==> src/rtl/serial_adder.sv <==
// Digit-serial adder/subtractor: DIGIT bits per clock through a ripple slice,
// with a registered carry between digits and valid/ready on both sides.
module serial_adder #(
    parameter int WIDTH = 16,
    parameter int DIGIT = 4
) (
    input  logic             clk,
    input  logic             rst,
    input  logic             in_valid,
    output logic             in_ready,
    input  logic [WIDTH-1:0] a,
    input  logic [WIDTH-1:0] b,
    input  logic             cin,
    input  logic             sub,
    output logic             out_valid,
    input  logic             out_ready,
    output logic [WIDTH-1:0] sum,
    output logic             cout,
    output logic             overflow
);
    localparam int NDIG = WIDTH / DIGIT;
    localparam int CW   = (NDIG > 1) ? $clog2(NDIG) : 1;

    typedef enum logic [1:0] {IDLE, BUSY, DONE} state_t;

    state_t            state_q, state_d;
    logic [CW-1:0]     cnt_q, cnt_d;
    logic              carry_q, carry_d;
    logic [WIDTH-1:0]  a_q, a_d, b_q, b_d;
    logic [WIDTH-1:0]  acc_q, acc_d;
    logic [WIDTH-1:0]  sum_q, sum_d;
    logic              cout_q, cout_d;
    logic              ovf_q, ovf_d;

    logic [31:0]       base;
    logic [DIGIT-1:0]  sl_a, sl_b, sl_s;
    logic [DIGIT:0]    ch;

    // Ripple slice of DIGIT full-adder cells fed by the registered carry.
    always_comb begin
        base = 32'(cnt_q) * DIGIT;
        sl_a = DIGIT'(a_q >> base);
        sl_b = DIGIT'(b_q >> base);
        sl_s = '0;
        ch   = '0;
        ch[0] = carry_q;
        for (int i = 0; i < DIGIT; i++) begin
            sl_s[i]   = sl_a[i] ^ sl_b[i] ^ ch[i];
            ch[i+1]   = (sl_a[i] & sl_b[i]) | ((sl_a[i] ^ sl_b[i]) & ch[i]);
        end
    end

    always_comb begin
        state_d = state_q;
        cnt_d   = cnt_q;
        carry_d = carry_q;
        a_d     = a_q;
        b_d     = b_q;
        acc_d   = acc_q;
        sum_d   = sum_q;
        cout_d  = cout_q;
        ovf_d   = ovf_q;
        case (state_q)
            IDLE: begin
                if (in_valid) begin
                    a_d     = a;
                    b_d     = sub ? ~b : b;
                    carry_d = sub ? 1'b1 : cin;
                    cnt_d   = '0;
                    state_d = BUSY;
                end
            end
            BUSY: begin
                acc_d   = (acc_q & ~({{(WIDTH-DIGIT){1'b0}}, {DIGIT{1'b1}}} << base))
                        | (WIDTH'(sl_s) << base);
                carry_d = ch[DIGIT];
                if (cnt_q == CW'(NDIG - 1)) begin
                    // Outputs only move here so they hold through DONE and the following IDLE.
                    sum_d   = acc_d;
                    cout_d  = ch[DIGIT];
                    ovf_d   = ch[DIGIT] ^ ch[DIGIT-1];
                    state_d = DONE;
                end else begin
                    cnt_d = cnt_q + 1'b1;
                end
            end
            DONE: begin
                if (out_ready) state_d = IDLE;
            end
            default: state_d = IDLE;
        endcase
    end

    always_ff @(posedge clk or posedge rst) begin
        if (rst) begin
            state_q <= IDLE;
            cnt_q   <= '0;
            carry_q <= 1'b0;
            a_q     <= '0;
            b_q     <= '0;
            acc_q   <= '0;
            sum_q   <= '0;
            cout_q  <= 1'b0;
            ovf_q   <= 1'b0;
        end else begin
            state_q <= state_d;
            cnt_q   <= cnt_d;
            carry_q <= carry_d;
            a_q     <= a_d;
            b_q     <= b_d;
            acc_q   <= acc_d;
            sum_q   <= sum_d;
            cout_q  <= cout_d;
            ovf_q   <= ovf_d;
        end
    end

    assign in_ready  = (state_q == IDLE) & ~rst;
    assign out_valid = (state_q == DONE);
    assign sum       = sum_q;
    assign cout      = cout_q;
    assign overflow  = ovf_q;
endmodule

==> config.mk <==
export PLATFORM = sky130hd
export DESIGN_NAME = serial_adder
export DESIGN_NICKNAME = d
export VERILOG_FILES = /design/src/rtl/serial_adder.sv
export SDC_FILE = /design/constraint.sdc
export NUM_CORES = 1
export LEC_CHECK = 0
export BUFFER_PORTS_ARGS = -buffer_cell sky130_fd_sc_hd__buf_2
export CORE_MARGIN = 10
export CORE_UTILIZATION = 55
export DETAILED_ROUTE_END_ITERATION = 6
export GPL_TIMING_DRIVEN = 0
export PLACE_DENSITY_LB_ADDON = 0.05
export SLEW_MARGIN = 10
export SYNTH_ARGS = -nofsm -noshare
export SYNTH_HDL_FRONTEND = slang
export SYNTH_SLANG_ARGS = --single-unit
==> constraint.sdc <==
create_clock -name clk -period 4.17 [get_ports clk]
set_clock_uncertainty 0.1 [all_clocks]
set_input_delay 0.417 -clock clk [delete_from_list [all_inputs] [get_ports clk]]
set_output_delay 0.417 -clock clk [all_outputs]
set_load 0.01 [all_outputs]
### Word-level counts from Yosys, hierarchy flattened

Index checks and enable logic that the tools add are counted.

* output and inout bits: 20
* flip-flop bits (word level): 71
* logic and storage cells: 66
* input port bits: 38

* shift-type cells: 4
* add/sub/neg operators: 1
* reduce and logical (&&, ||, !) cells: 7
* bitwise operators: 27
* eq/ne operators: 7
* muxes and demuxes: 11

Operators with widths (count)
* inverter 16 bit: 2
* right shift 16 x 4 -> 4 bit: 2
* AND 16 bit: 1
* two-way mux 16 bit: 1
* OR 16 bit: 1
* << shifter 4 x 4 -> 16 bit: 1
* << shifter 4 x 4 -> 16 bit, first input constant: 1
* two-way mux 2 bit: 5
* AND 1 bit: 9
* XOR 1 bit: 9
* inequality test 2 bit, second input constant: 3
* one-hot mux 2 bit (3 select lines): 1
* AND reduction 2 bit: 3
* AND reduction 3 bit: 2
* equality test 2 bit, second input constant: 2
* OR 1 bit: 4
* one-hot mux 2 bit (2 select lines): 1
* adder 2 x 1 -> 2 bit, second input constant: 1
* equality test 2 x 1 -> 1 bit, second input constant: 1
* logical NOT 2 bit: 1
* two-way mux 1 bit: 2
* inequality test 2 x 1 -> 1 bit, second input constant: 1
* one-hot mux 1 bit (2 select lines): 1
* nonzero test 2 bit: 1
* inverter 1 bit: 1

### Longest topological paths before layout

* depth in word-level cells: 11
* mapped depth: 11
* mapped depth without buffers: 9

### Least setup slack after synthesis

No wires, ideal clock.

* kind: register -> register
* start point: register cnt_q[0]
* end point: register acc_q[3]
* data required time: 3948 ps
* period minus slack after synthesis: 2968 ps
* setup time: 122 ps
* data arrival time: 2747 ps
* stages on the path, launching flop included: 10
* setup slack: 1202 ps
* cells stage by stage: dfrtp_1 -> buf_4 -> mux4_2 -> fa_1 -> inv_1 -> fa_1 -> fa_1 -> inv_1 -> fa_1 -> a32o_1

* cells in the longest elaborated chain, start to end: 11

Ends and longest elaborated chain
* start: declaration: line 27 `logic [CW-1:0] cnt_q, cnt_d;`
* start signal: assignment: line 107 `cnt_q <= cnt_d;`
* right shift 16 x 4 -> 4 bit, on equally long branches: line 42, 43
* XOR 1 bit: line 49 `ch[i+1] = (sl_a[i] & sl_b[i]) | ((sl_a[i] ^ sl_b[i]) & ch[i]);`
* AND 1 bit: line 49
* OR 1 bit: line 49
* AND 1 bit: line 49
* OR 1 bit: line 49
* AND 1 bit: line 49
* OR 1 bit: line 49
* XOR 1 bit: line 48 `sl_s[i] = sl_a[i] ^ sl_b[i] ^ ch[i];`
* << shifter 4 x 4 -> 16 bit: line 75 `| (WIDTH'(sl_s) << base);`
* OR 16 bit (*): line 75
* end signal: assignment: line 101 `acc_q <= '0;`
* end signal: assignment: line 111 `acc_q <= acc_d;`
* end: declaration: line 30 `logic [WIDTH-1:0] acc_q, acc_d;`

Mark *: on every way between the ends. The rest lies on a longest branch, timed or not.
A chain may end at the register's enable or synchronous reset.

### Worst setup path in the final report

* start point: register cnt_q[1]
* end point: register sum_q[11], in the netlist sum[11]

* cells in the longest elaborated chain, start to end: 11

Ends and longest elaborated chain
* right shift 16 x 4 -> 4 bit, on equally long branches: line 42, 43
* XOR 1 bit: line 49
* AND 1 bit: line 49
* OR 1 bit: line 49
* AND 1 bit: line 49
* OR 1 bit: line 49
* AND 1 bit: line 49
* OR 1 bit: line 49
* XOR 1 bit: line 48
* << shifter 4 x 4 -> 16 bit: line 75
* OR 16 bit: line 75
* end signal: assignment: line 112 `sum_q <= sum_d;`
* end: declaration: line 31 `logic [WIDTH-1:0] sum_q, sum_d;`

Several ways; a longest one is shown, not always the timed one.

==> run metrics <==
Period Utilization, post-route=82.60%; WL per Instance=17.63 um; Die Y=95.81 um; Placement Rows=27; run status=finished with violations; Post-CTS Setup Inserts=0; hold_buf cts=0; post-synth net total=317; top_reg_cell synth=dfrtp_1; Rel. slew slack=70.31%; vias per cell=5.512; Crit path required time=4.33 ns; Detailed Place HPWL=5339 um; register bit count reported by yosys=67; RSZ-0062 raised after global routing=false; GR Util met2=28.39%; via count=2293; Critical R2R Launch=cnt_q[1]$_DFFE_PP0P_; max_cap viols=0; Place WS=0.7592 ns; busiest layer in global routing=met2; Mapped Avg Cell Area=11.66 um2; CP Class=reg2reg; ANT cells=0; WP data arrival=3.60 ns; cts repair resizes=0; Pleak=1.729 nW; Setup crit end kind=flip-flop; final worst setup slack=0.7255 ns; die area=9179 um2; distinct cell type count after synthesis=33; synthesized netlist cell count=271; worst-margin pin slew=0.4453 ns; largest net degree at the start of global routing=35; CTS tree=yes; met3 Resource Use GR=4.436%; TritonCTS Sinks=67; crit path max fanout=10; Port Buffers=56; fin nets=385; Hold Vio Cnt, Final=1; fraction of registers with async set/reset=100.0%; initial drt markers=69; initial antenna violation count=0; H-tree levels=3; Detailed Route WL=7334 um; CTS Buf Count=9; Fillers=467; effective utilization at floorplan=57.05%; first-pass GRT wire length=12030 um; layout cells sized above 1=33.14%; Routed Antenna Nets=0; aggregate global-route resource usage=17.03%; Root Buffer=clkbuf_8; routability congestion estimate=0.8549; Worst Setup SP=cnt_q[1]$_DFFE_PP0P_; worst hold margin=-0.001621 ns; CTS clk-pin slew, worst paths=0.08 ns; # IOs=58; Hold Crit Class=in2async; max-slew violation count=0; final std cells w/o fill=416; core area=5540 um2; Syn Std Cell Area=3161 um2; slowest stage delay, CP=0.65 ns; post-placement cell count=400; Period minus WS final=3.444 ns; Finished Cell Area=3734 um2; critical-path cell list=buf_2 > buf_2 > mux4_2 > fa_1 > inv_1 > fa_1 > fa_1 > inv_1 > fa_1 > a21oi_1 > o21ai_0; area grow syn2layout=18.13%; die width=95.81 um; Max Buffers Root-to-Sink=2; PD cells=934.2 nW/um2; endpoints failing setup=0; grt ovf=0; failing checks=negative hold slack; max frequency=0.2903 GHz; GRT met1 Usage=20.46%; Seq/Total Area, Yosys=53.05%; Setup TNS Final=0 ns; Post-DP Area=3553 um2; Worst-Skew Late Latency=0.34 ns; Max stage delay cell, worst path=fa_1; most used cell, CP=fa_1; vias in the first global route=2504; peak supply drop=0.0004627 V; TritonRoute pass-1 iters=4; commonest non-fill, non-tap cell in the layout=dfrtp_1; Yosys warnings=0; DRC viols=0; EDFF count, synth=0; most frequent cells in the layout=dfrtp_1 (67), buf_2 (65), nor2_1 (23); Setup crit start kind=flip-flop
where the power goes:
part	internal [W]	leakage, nW	switching, W
clock	0.000246	0.0884	0.000249
sequential	0.000960	0.805	0.000175
combinational	0.000840	0.836	0.00102
total	0.00205	1.73	0.00144
layer usage:
metal / share of wire, % / up-vias
li1: - / 1074
met1: 43 / 1148
met2: 50 / 56
met3: 4.4 / 15
met4: 2.2 / 0
met5: 0 / -
worst max-delay path, delay by kind of cell, from the launching register on:
| family | cells | cell delay [ns] |
|---|---|---|
| AOI/OAI and AO/OA | 2 | 0.34 |
| muxes | 1 | 0.37 |
| DFF | 1 | 0.41 |
| buffers and inverters | 4 | 0.71 |
| adders and majority gates | 4 | 1.42 |
state kept, by name (all words and copies together), names as in the netlist:
signal	flops
sum	16
state_q	2
overflow	1
acc_q	12
cout	1
cnt_q	2
carry_q	1
b_q	16
a_q	16
final timing paths:
path	depth (start not counted)	end	slack [ns]
min	2	b_q[5]$_DFFE_PP0P_	-0.002
max reg2reg	11	sum[11]$_DFFE_PP0P_	0.73
max in group asynchronous	3	acc_q[11]$_DFFE_PP0P_	3.43
min in group clk	2	state_q[1]$_DFFE_PP0P_	0.18
min reg2reg	2	sum[13]$_DFFE_PP0P_	0.38
max	11	sum[11]$_DFFE_PP0P_	0.73
synthesized netlist by cell type (5+ instances only):
cell      instances  area share [%]
a21oi_1          22             3.5
a22o_1            6             1.7
o21ai_0          14             2.2
buf_4             6             1.4
xnor2_1          16             4.4
nand2b_1          5            0.99
nand2_1          21             2.5
nor2_1           23             2.7
buf_2             9             1.4
mux2_2           17             6.1
inv_1            14             1.7
mux4_2            8             5.7
dfrtp_1          67              53
cells by family after synthesis:
family,synth area share [%]
xor gates and xnor gates,4.711
buffers and inverters,4.631
adders and majority gates,4.117
muxes,12.07
DFF,53.05
AOI/OAI and AO/OA,12.39
and+or+nand+nor,9.026
area by class of cell:
| cell class | instances | area (um2) | area share (%) |
|---|---|---|---|
| plain buffers | 16 | 93.84 | 2.513 |
| clock buffers | 12 | 155.1 | 4.156 |
| clock inverters | 4 | 25.02 | 0.6702 |
| inverters | 14 | 55.05 | 1.475 |
| multi-input cells | 174 | 1338 | 35.82 |
| flip-flops and latches | 67 | 1677 | 44.91 |
| well taps | 72 | 90.09 | 2.413 |
| repair buffers | 57 | 300.3 | 8.043 |
through the flow:
step | utilization [%] | total power [W]
after floorplan | - | 0.002449
after global placement | 63.73 | 0.002959
after detailed placement | 64.14 | 0.003014
after CTS | 67.39 | 0.003510
after global routing | 67.39 | 0.003750
final | 67.39 | 0.003488
Power figures use the tool's default switching activity.
